[src/rtl/rename_free_list_ctrl.sv]
// Register rename controller: speculative/committed arch->phys maps, FIFO free list of
// physical tags, and per-tag busy bits with flush recovery to committed state.
module rename_free_list_ctrl #(
   parameter int unsigned ARCH_REGS = 32,
   parameter int unsigned PHYS_REGS = 64,
   parameter int unsigned TAG_W     = $clog2(PHYS_REGS),
   localparam int unsigned ARCH_W   = $clog2(ARCH_REGS)
) (
   input  logic              clk,
   input  logic              rst,
   input  logic              alloc_req,
   input  logic [ARCH_W-1:0] alloc_arch,
   output logic              alloc_grant,
   output logic [TAG_W-1:0]  alloc_phys,
   output logic [TAG_W-1:0]  alloc_old_phys,
   input  logic [ARCH_W-1:0] rs_arch,
   input  logic [ARCH_W-1:0] rt_arch,
   output logic [TAG_W-1:0]  rs_phys,
   output logic [TAG_W-1:0]  rt_phys,
   output logic              rs_busy,
   output logic              rt_busy,
   input  logic              wb_valid,
   input  logic [TAG_W-1:0]  wb_phys,
   input  logic              commit_valid,
   input  logic [ARCH_W-1:0] commit_arch,
   input  logic [TAG_W-1:0]  commit_phys,
   input  logic [TAG_W-1:0]  commit_old_phys,
   input  logic              flush,
   output logic [TAG_W-1:0]  free_count
);

   localparam int unsigned DEPTH = PHYS_REGS - ARCH_REGS;
   localparam int unsigned PTR_W = $clog2(DEPTH);

   logic [ARCH_REGS-1:0][TAG_W-1:0] spec_map;
   logic [ARCH_REGS-1:0][TAG_W-1:0] com_map;
   logic [DEPTH-1:0][TAG_W-1:0]     fifo;
   logic [PHYS_REGS-1:0]            busy;
   logic [PTR_W-1:0]                head;
   logic [PTR_W-1:0]                tail;
   logic [PTR_W-1:0]                ret_head;
   logic [TAG_W-1:0]                count;
   logic [TAG_W-1:0]                count_d;
   logic                            do_alloc;
   logic                            do_commit;

   assign do_commit   = commit_valid & (commit_arch != '0);
   assign alloc_grant = alloc_req & ~flush & ((alloc_arch == '0) | (count != '0));
   assign do_alloc    = alloc_grant & (alloc_arch != '0);

   assign alloc_phys     = (alloc_arch == '0) ? '0 : fifo[head];
   assign alloc_old_phys = (alloc_arch == '0) ? '0 : spec_map[alloc_arch];

   // Lookups see the current map only; a same-cycle writeback clears busy early.
   assign rs_phys = (rs_arch == '0) ? '0 : spec_map[rs_arch];
   assign rt_phys = (rt_arch == '0) ? '0 : spec_map[rt_arch];
   assign rs_busy = (rs_arch != '0) & busy[rs_phys] & ~(wb_valid & (wb_phys == rs_phys));
   assign rt_busy = (rt_arch != '0) & busy[rt_phys] & ~(wb_valid & (wb_phys == rt_phys));

   assign free_count = count;

   always_comb begin
      count_d = count;
      if (flush) begin
         count_d = TAG_W'(DEPTH);
      end else begin
         unique case ({do_alloc, do_commit})
            2'b10:   count_d = count - TAG_W'(1);
            2'b01:   count_d = count + TAG_W'(1);
            default: count_d = count;
         endcase
      end
   end

   always_ff @(posedge clk) begin
      if (rst) begin
         for (int unsigned i = 0; i < ARCH_REGS; i++) begin
            spec_map[i] <= TAG_W'(i);
            com_map[i]  <= TAG_W'(i);
         end
         for (int unsigned i = 0; i < DEPTH; i++) begin
            fifo[i] <= TAG_W'(ARCH_REGS + i);
         end
         busy     <= '0;
         head     <= '0;
         tail     <= '0;
         ret_head <= '0;
         count    <= TAG_W'(DEPTH);
      end else begin
         if (do_commit) begin
            fifo[tail]           <= commit_old_phys;
            tail                 <= tail + PTR_W'(1);
            ret_head             <= ret_head + PTR_W'(1);
            com_map[commit_arch] <= commit_phys;
         end
         if (flush) begin
            // Recover from committed state including this cycle's commit.
            for (int unsigned i = 0; i < ARCH_REGS; i++) begin
               spec_map[i] <= (do_commit && commit_arch == ARCH_W'(i)) ? commit_phys
                                                                       : com_map[i];
            end
            head <= ret_head + PTR_W'(do_commit);
            busy <= '0;
         end else begin
            if (wb_valid && wb_phys != '0) busy[wb_phys] <= 1'b0;
            if (do_alloc) begin
               spec_map[alloc_arch] <= fifo[head];
               busy[fifo[head]]     <= 1'b1;
               head                 <= head + PTR_W'(1);
            end
         end
         count <= count_d;
      end
   end

   a_no_overflow: assert property (@(posedge clk) disable iff (rst)
      (do_commit && !do_alloc) |-> (count != TAG_W'(DEPTH)));

   a_no_wb_alloc_clash: assert property (@(posedge clk) disable iff (rst)
      !(do_alloc && wb_valid && wb_phys != '0 && wb_phys == fifo[head]));

endmodule

[config.mk]
export PLATFORM = sky130hd
export DESIGN_NAME = rename_free_list_ctrl
export DESIGN_NICKNAME = d
export VERILOG_FILES = /design/src/rtl/rename_free_list_ctrl.sv
export SDC_FILE = /design/constraint.sdc
export NUM_CORES = 2
export LEC_CHECK = 0
export ABC_AREA = 0
export CORE_MARGIN = 2
export CORE_UTILIZATION = 60
export DETAILED_ROUTE_END_ITERATION = 16
export DONT_BUFFER_PORTS = 1
export GPL_TIMING_DRIVEN = 0
export PLACE_DENSITY = 0.79
export SLEW_MARGIN = 20
export SYNTH_ARGS = -nofsm -noshare
export SYNTH_HDL_FRONTEND = slang
export SYNTH_SLANG_ARGS = --single-unit
export TNS_END_PERCENT = 100
[constraint.sdc]
create_clock -name clk -period 5.9 [get_ports clk]
set_clock_uncertainty 0.1 [all_clocks]
set_input_delay 1.475 -clock clk [delete_from_list [all_inputs] [get_ports clk]]
set_output_delay 1.475 -clock clk [all_outputs]
set_load 0.01 [all_outputs]
---- Word-level counts from Yosys, hierarchy flattened ----
Index checks and enable logic that the tools add are counted.
word-level totals
  register bits ........................... 661
  word-level logic and storage cells ...... 295
  input port bits ......................... 44
cells by class
  bitwise operators ....................... 17
  add/subtract/negate cells ............... 6
  reduce and logical (&&, ||, !) cells .... 51
  $lt $le $gt $ge ......................... 15
  multiplexer cells ....................... 70
  equal/unequal tests ..................... 35
operators with widths
  cell                 count
  $bwmux 192           3
  $mux 192             2
  $mux 6               43
  $mux 64              4
  $bmux 6 s5           4
  $demux 6 s5          3
  $eq 5x5->1 const B   16
  $and 64x64->64       1
  $not 64->64          1
  $or 64x64->64        1
  $eq 5x4->1 const B   8
  $logic_and 1x1->1    38
  $lt 5x6->1 const B   6
  $lt 6x7->1 const B   4
  $eq 5x3->1 const B   4
  $logic_not 5->1      4
  $reduce_bool 5->1    4
  $add 5x1->5 const B  3
  $ge 5x1->1 const B   3
  $bmux 1 s6           2
  $demux 1 s6          2
  $eq 6x6->1           2
  $ge 6x1->1 const B   2
  $pmux 6 s2           1
  15 further kinds     33

---- Depth between registers and ports, before layout ----
  depth after elaboration ................. 11
  depth in mapped cells ................... 15
  gate-level depth less buffers ........... 14

---- Worst setup path after synthesis ----
OpenSTA, ideal clock, no wires.
  kind .................................... input-to-output
  start ................................... input port rt_arch[1]
  end ..................................... output port rt_busy
  setup slack ............................. 115 ps
  data required time ...................... 4325 ps
  data arrival time ....................... 4210 ps
  stages on the path ...................... 11
  cell sequence ........................... buf_2 -> buf_2 -> clkbuf_1 -> mux4_2 -> mux4_2 -> mux2i_2 -> nor2_1 -> xnor2_1 -> a31oi_1 -> nand2_1 -> o22ai_1
on the way
  longest elaborated chain between the ends .. 7
RTL lines
  item                                                         RTL line  text
  start, declared                                              17        input logic [ARCH_W-1:0] rt_arch,
  $bmux 6 s5                                                   56        assign rt_phys = (rt_arch == '0) ? '0 : spec_map[rt_arch];
  $mux 6 (not written as such)                                 56
  $mux 6 (*)                                                   56
  net rt_phys[4]                                               19        output logic [TAG_W-1:0] rt_phys,
  $bmux 1 s6 or $eq 6x6->1 (tied branches)                     58        assign rt_busy = (rt_arch != '0) & busy[rt_phys] & ~(wb_valid & (wb_phys == rt_phys));
  $mux 1 (not written as such) or $and 1x1->1 (tied branches)  58
  $and 1x1->1 or $not 1->1 (tied branches)                     58
  $and 1x1->1 (*)                                              58
  end, declared                                                21        output logic rt_busy,
Mark *: on every way through the listed nets, which the timed path passes. The rest lies on a longest branch. The select of a mux whose other input is x is not followed.

---- Worst setup path after layout ----
  start ................................... input port alloc_arch[0]
  end ..................................... output port alloc_old_phys[3]
on the way
  longest elaborated chain between the ends .. 3
RTL lines
  item                          RTL line  text
  start, declared               12        input logic [ARCH_W-1:0] alloc_arch,
  $bmux 6 s5                    52        assign alloc_old_phys = (alloc_arch == '0) ? '0 : spec_map[alloc_arch];
  $mux 6 (not written as such)  52
  $mux 6 (*)                    52
  end, declared                 15        output logic [TAG_W-1:0] alloc_old_phys,
Mark *: on every way between the ends. The rest lies on a longest branch, timed or not. The select of a mux whose other input is x is not followed.

==> key figures <==
Worst setup path
  • Critical Path Source Type: input pin
  • Reg2reg path depth: 10
  • WP depth: 5
  • Critical path class: in2out
  • Arrival time at the worst endpoint: 4.44 ns
  • Critical Path Start: alloc_arch[0]
  • Cell at the slowest stage of the critical path: a221oi_1
  • Crit path buffers/inverters: 2
  • CP cell instances: clkdlybuf4s15_2 -> buf_2 -> mux4_2 -> a221oi_1 -> a31oi_1
  • Worst Path Max Fanout: 10
  • Crit end category: output port
  • Req. time, crit path: 4.32 ns
  • Critical R2R Launch: head[0]$_SDFFE_PP0P_
  • Top delay family on crit path: buffers and inverters
  • Slowest stage delay, CP: 0.72 ns

Placed design
  • Dpl cells: 4324
  • Port buffer count: 0
  • DP HPWL: 110 mm
  • Placed inst area: 34100 µm²
  • Routability Congestion: 1.17

Final layout
  • Area grow syn2layout: 12.1%
  • Finished Layout Cells: 4467
  • Cell area after layout: roughly 37000 µm²
  • Fin util: 0.676
  • Share of layout cells above drive strength 1: 0.132
  • Final net count: 3772

Clock network
  • CTS tree: yes
  • CTS Hold Bufs: 0
  • Root Buffer: clkbuf_16
  • Clock latency at the later pin of the worst-skew pair: 0.62 ns
  • Clk sinks: about 660
  • Clock-pin slew on the worst setup and hold paths: 0.06 ns
  • Clock buffer depth: 3
  • CTS Buf Count: 70
  • H-Tree Depth: 3

Global route
  • Largest net degree at the start of global routing: 20
  • Global-route wire length before repair: 210 mm
  • Initial antenna violation count: 10
  • GRT Total Usage: 0.521
  • Grt total ovfl: 0
  • Vias in the first global route: 29600

Synth
  • Post-synth EDFFs: 0
  • Fraction of registers with async set/reset: 0
  • Synth cell types: 69
  • Share of the synthesized area in the top cell type: 0.400
  • Most common flop cell mapped by yosys: dfxtp_1
  • Seq/Total Area, Yosys: 0.400
  • Syn Std Cell Area: 33100 µm²
  • Most common cell in the netlist: dfxtp_1
  • Yosys top cell by area: dfxtp_1
  • Mapped Nets: 3675
  • Most common library cells after synthesis: dfxtp_1, nand2_1, nor2_1
  • Mean Syn Cell Area: roughly 9.2 µm²
  • Number of synthesized register bits: between 600 and 700
  • Synth Instances: 3617
  • Synth Warn #: 0
  • Synth area leaders: dfxtp_1, mux4_2, mux2i_1

STA
  • Final WS setup: -0.113 ns
  • Fin Setup TNS: -0.254 ns
  • F_max: between 150 and 200 MHz
  • Final Max Tran Viols: 0
  • Post-layout min period: approximately 6.0 ns
  • Worst-Margin Slew: around 1.3 ns
  • Hold Slack: 0.356 ns
  • Post-route clock period utilization: 1.02
  • Final Hold Vio Count: 0
  • Slew HR: 0.117
  • RSZ-0062 raised after global routing: yes
  • Final setup vio count: 5

Die
  • Die H: around 240 µm
  • Core area: 54900 µm²
  • Die width: between 200 and 250 µm
  • Initial Utilization: 0.603
  • Die ar.: approximately 57000 µm²
  • Cell Rows: 86
  • Io pins: 77

Power
  • Static Leak: 13.4 nW
  • Reg power frac: 0.435
  • P_int: 7.54 mW
  • Sw Pwr: ~3.1 mW
  • Clock share of power: 0.415
  • Peak supply drop: 0.256 mV
  • PD cells: 287 nW/µm²
  • Logic pwr share: 0.150
  • Switching share of power: 0.293

Worst hold path
  • Min-delay src: fifo[120]$_SDFFE_PP0P_
  • Min-Delay Path Class: reg2reg
  • Hold path cells: 2

Outcome
  • Failing checks: negative setup slack
  • Outcome: finished with violations

Routing
  • First-pass DRT Iterations: 7
  • Final ANT Viol Nets: 0
  • Final WL: 153 mm
  • Vias per inst: 7.43
  • DRC: 0
  • DR WL/cell: around 34 µm
  • DR iter-0 viols: 6007
  • Vias: 33200

Job
  • Maxcap violations: 0
[timing repair]
action	CTS	global route
gates resized for setup	75	65
pin swaps	4	11
setup endpoints to repair	15	4
hold endpoints to repair	0	0
gates cloned	0	2
setup buffers	7	16
[placed cells by master, fill, tap and decap left out, types with 29 or more instances in the layout]
cell type	count
clkbuf_1	231
mux4_2	189
nand3_1	283
mux2i_1	252
clkbuf_16	74
nand2_1	522
a221oi_1	40
buf_4	29
nor2b_1	68
o21ai_0	174
nor2_1	348
nand3b_1	35
dfxtp_1	661
a21oi_1	217
buf_1	41
a22oi_1	79
a32oi_1	59
mux2_2	48
[routing by layer]
metal,vias up,global-route usage,part of all wire
met1,15800,0.673,0.35
met4,10,0.311,0.076
met2,3305,0.677,0.38
li1,13400,-,-
met5,-,0,0.00061
met3,710,0.281,0.19
[worst min-delay path, stage by stage (launching register included)]
cell	delay, ns
dfxtp_1	0.31
nand2_1	0.05
a21oi_1	0.05
[registers in the layout, summed over array words and instances (netlist names)]
register / flops
fifo: 192
com_map: 192
head: 5
ret_head: 5
spec_map: 192
busy: 64
free_count: 6
tail: 5
[final timing paths]
| kind | to | slack (ns) |
|---|---|---|
| setup / recovery | alloc_old_phys[3] | -0.11 |
| hold / removal | fifo[120]$_SDFFE_PP0P_ | 0.36 |
| setup reg to reg | busy[61]$_SDFF_PP0_ | 0.81 |
| hold reg to reg | fifo[120]$_SDFFE_PP0P_ | 0.36 |
[cell families after synthesis]
logic type | Yosys count | synth area share
adders and majority gates | 14 | 0.00552
DFF | 661 | 0.400
xor gates and xnor gates | 30 | 0.00794
and+or+nand+nor | 1384 | 0.187
muxes | 501 | 0.225
AOI/OAI and AO/OA | 692 | 0.133
buffers and inverters | 335 | 0.0417
[stage by stage]
step	worst slack [ns]	power (mW)
floorplan	0.115	5.52
global placement	-1.15	6.09
detailed placement	-1.14	6.10
CTS	-0.283	10.4
global route	-0.0989	10.8
finish	-0.113	10.7
[power groups by stage]
stage          clock network (mW)  logic, mW  registers, mW
5_1_grt                      4.55       1.60           4.63
3_3_place_gp                    0       1.37           4.71
3_5_place_dp                    0       1.38           4.72
6_report                     4.42       1.60           4.64
2_1_floorplan                   0      0.855           4.66
4_1_cts                      4.37       1.43           4.62
[area by class of cell]
| cell class | instances | area (µm²) |
|---|---|---|
| well taps | 704 | 881 |
| fillers | 4423 | 17800 |
| multi-input cells | 2621 | 18900 |
| clock buffers | 101 | 2010 |
| clock inverters | 18 | 205 |
| repair buffers | 29 | 309 |
| diodes | 2 | 5.00 |
| plain buffers | 307 | 1510 |
| flip-flops and latches | 661 | 13200 |
| inverters | 24 | 95.1 |
(Power assumes the default switching activity.)
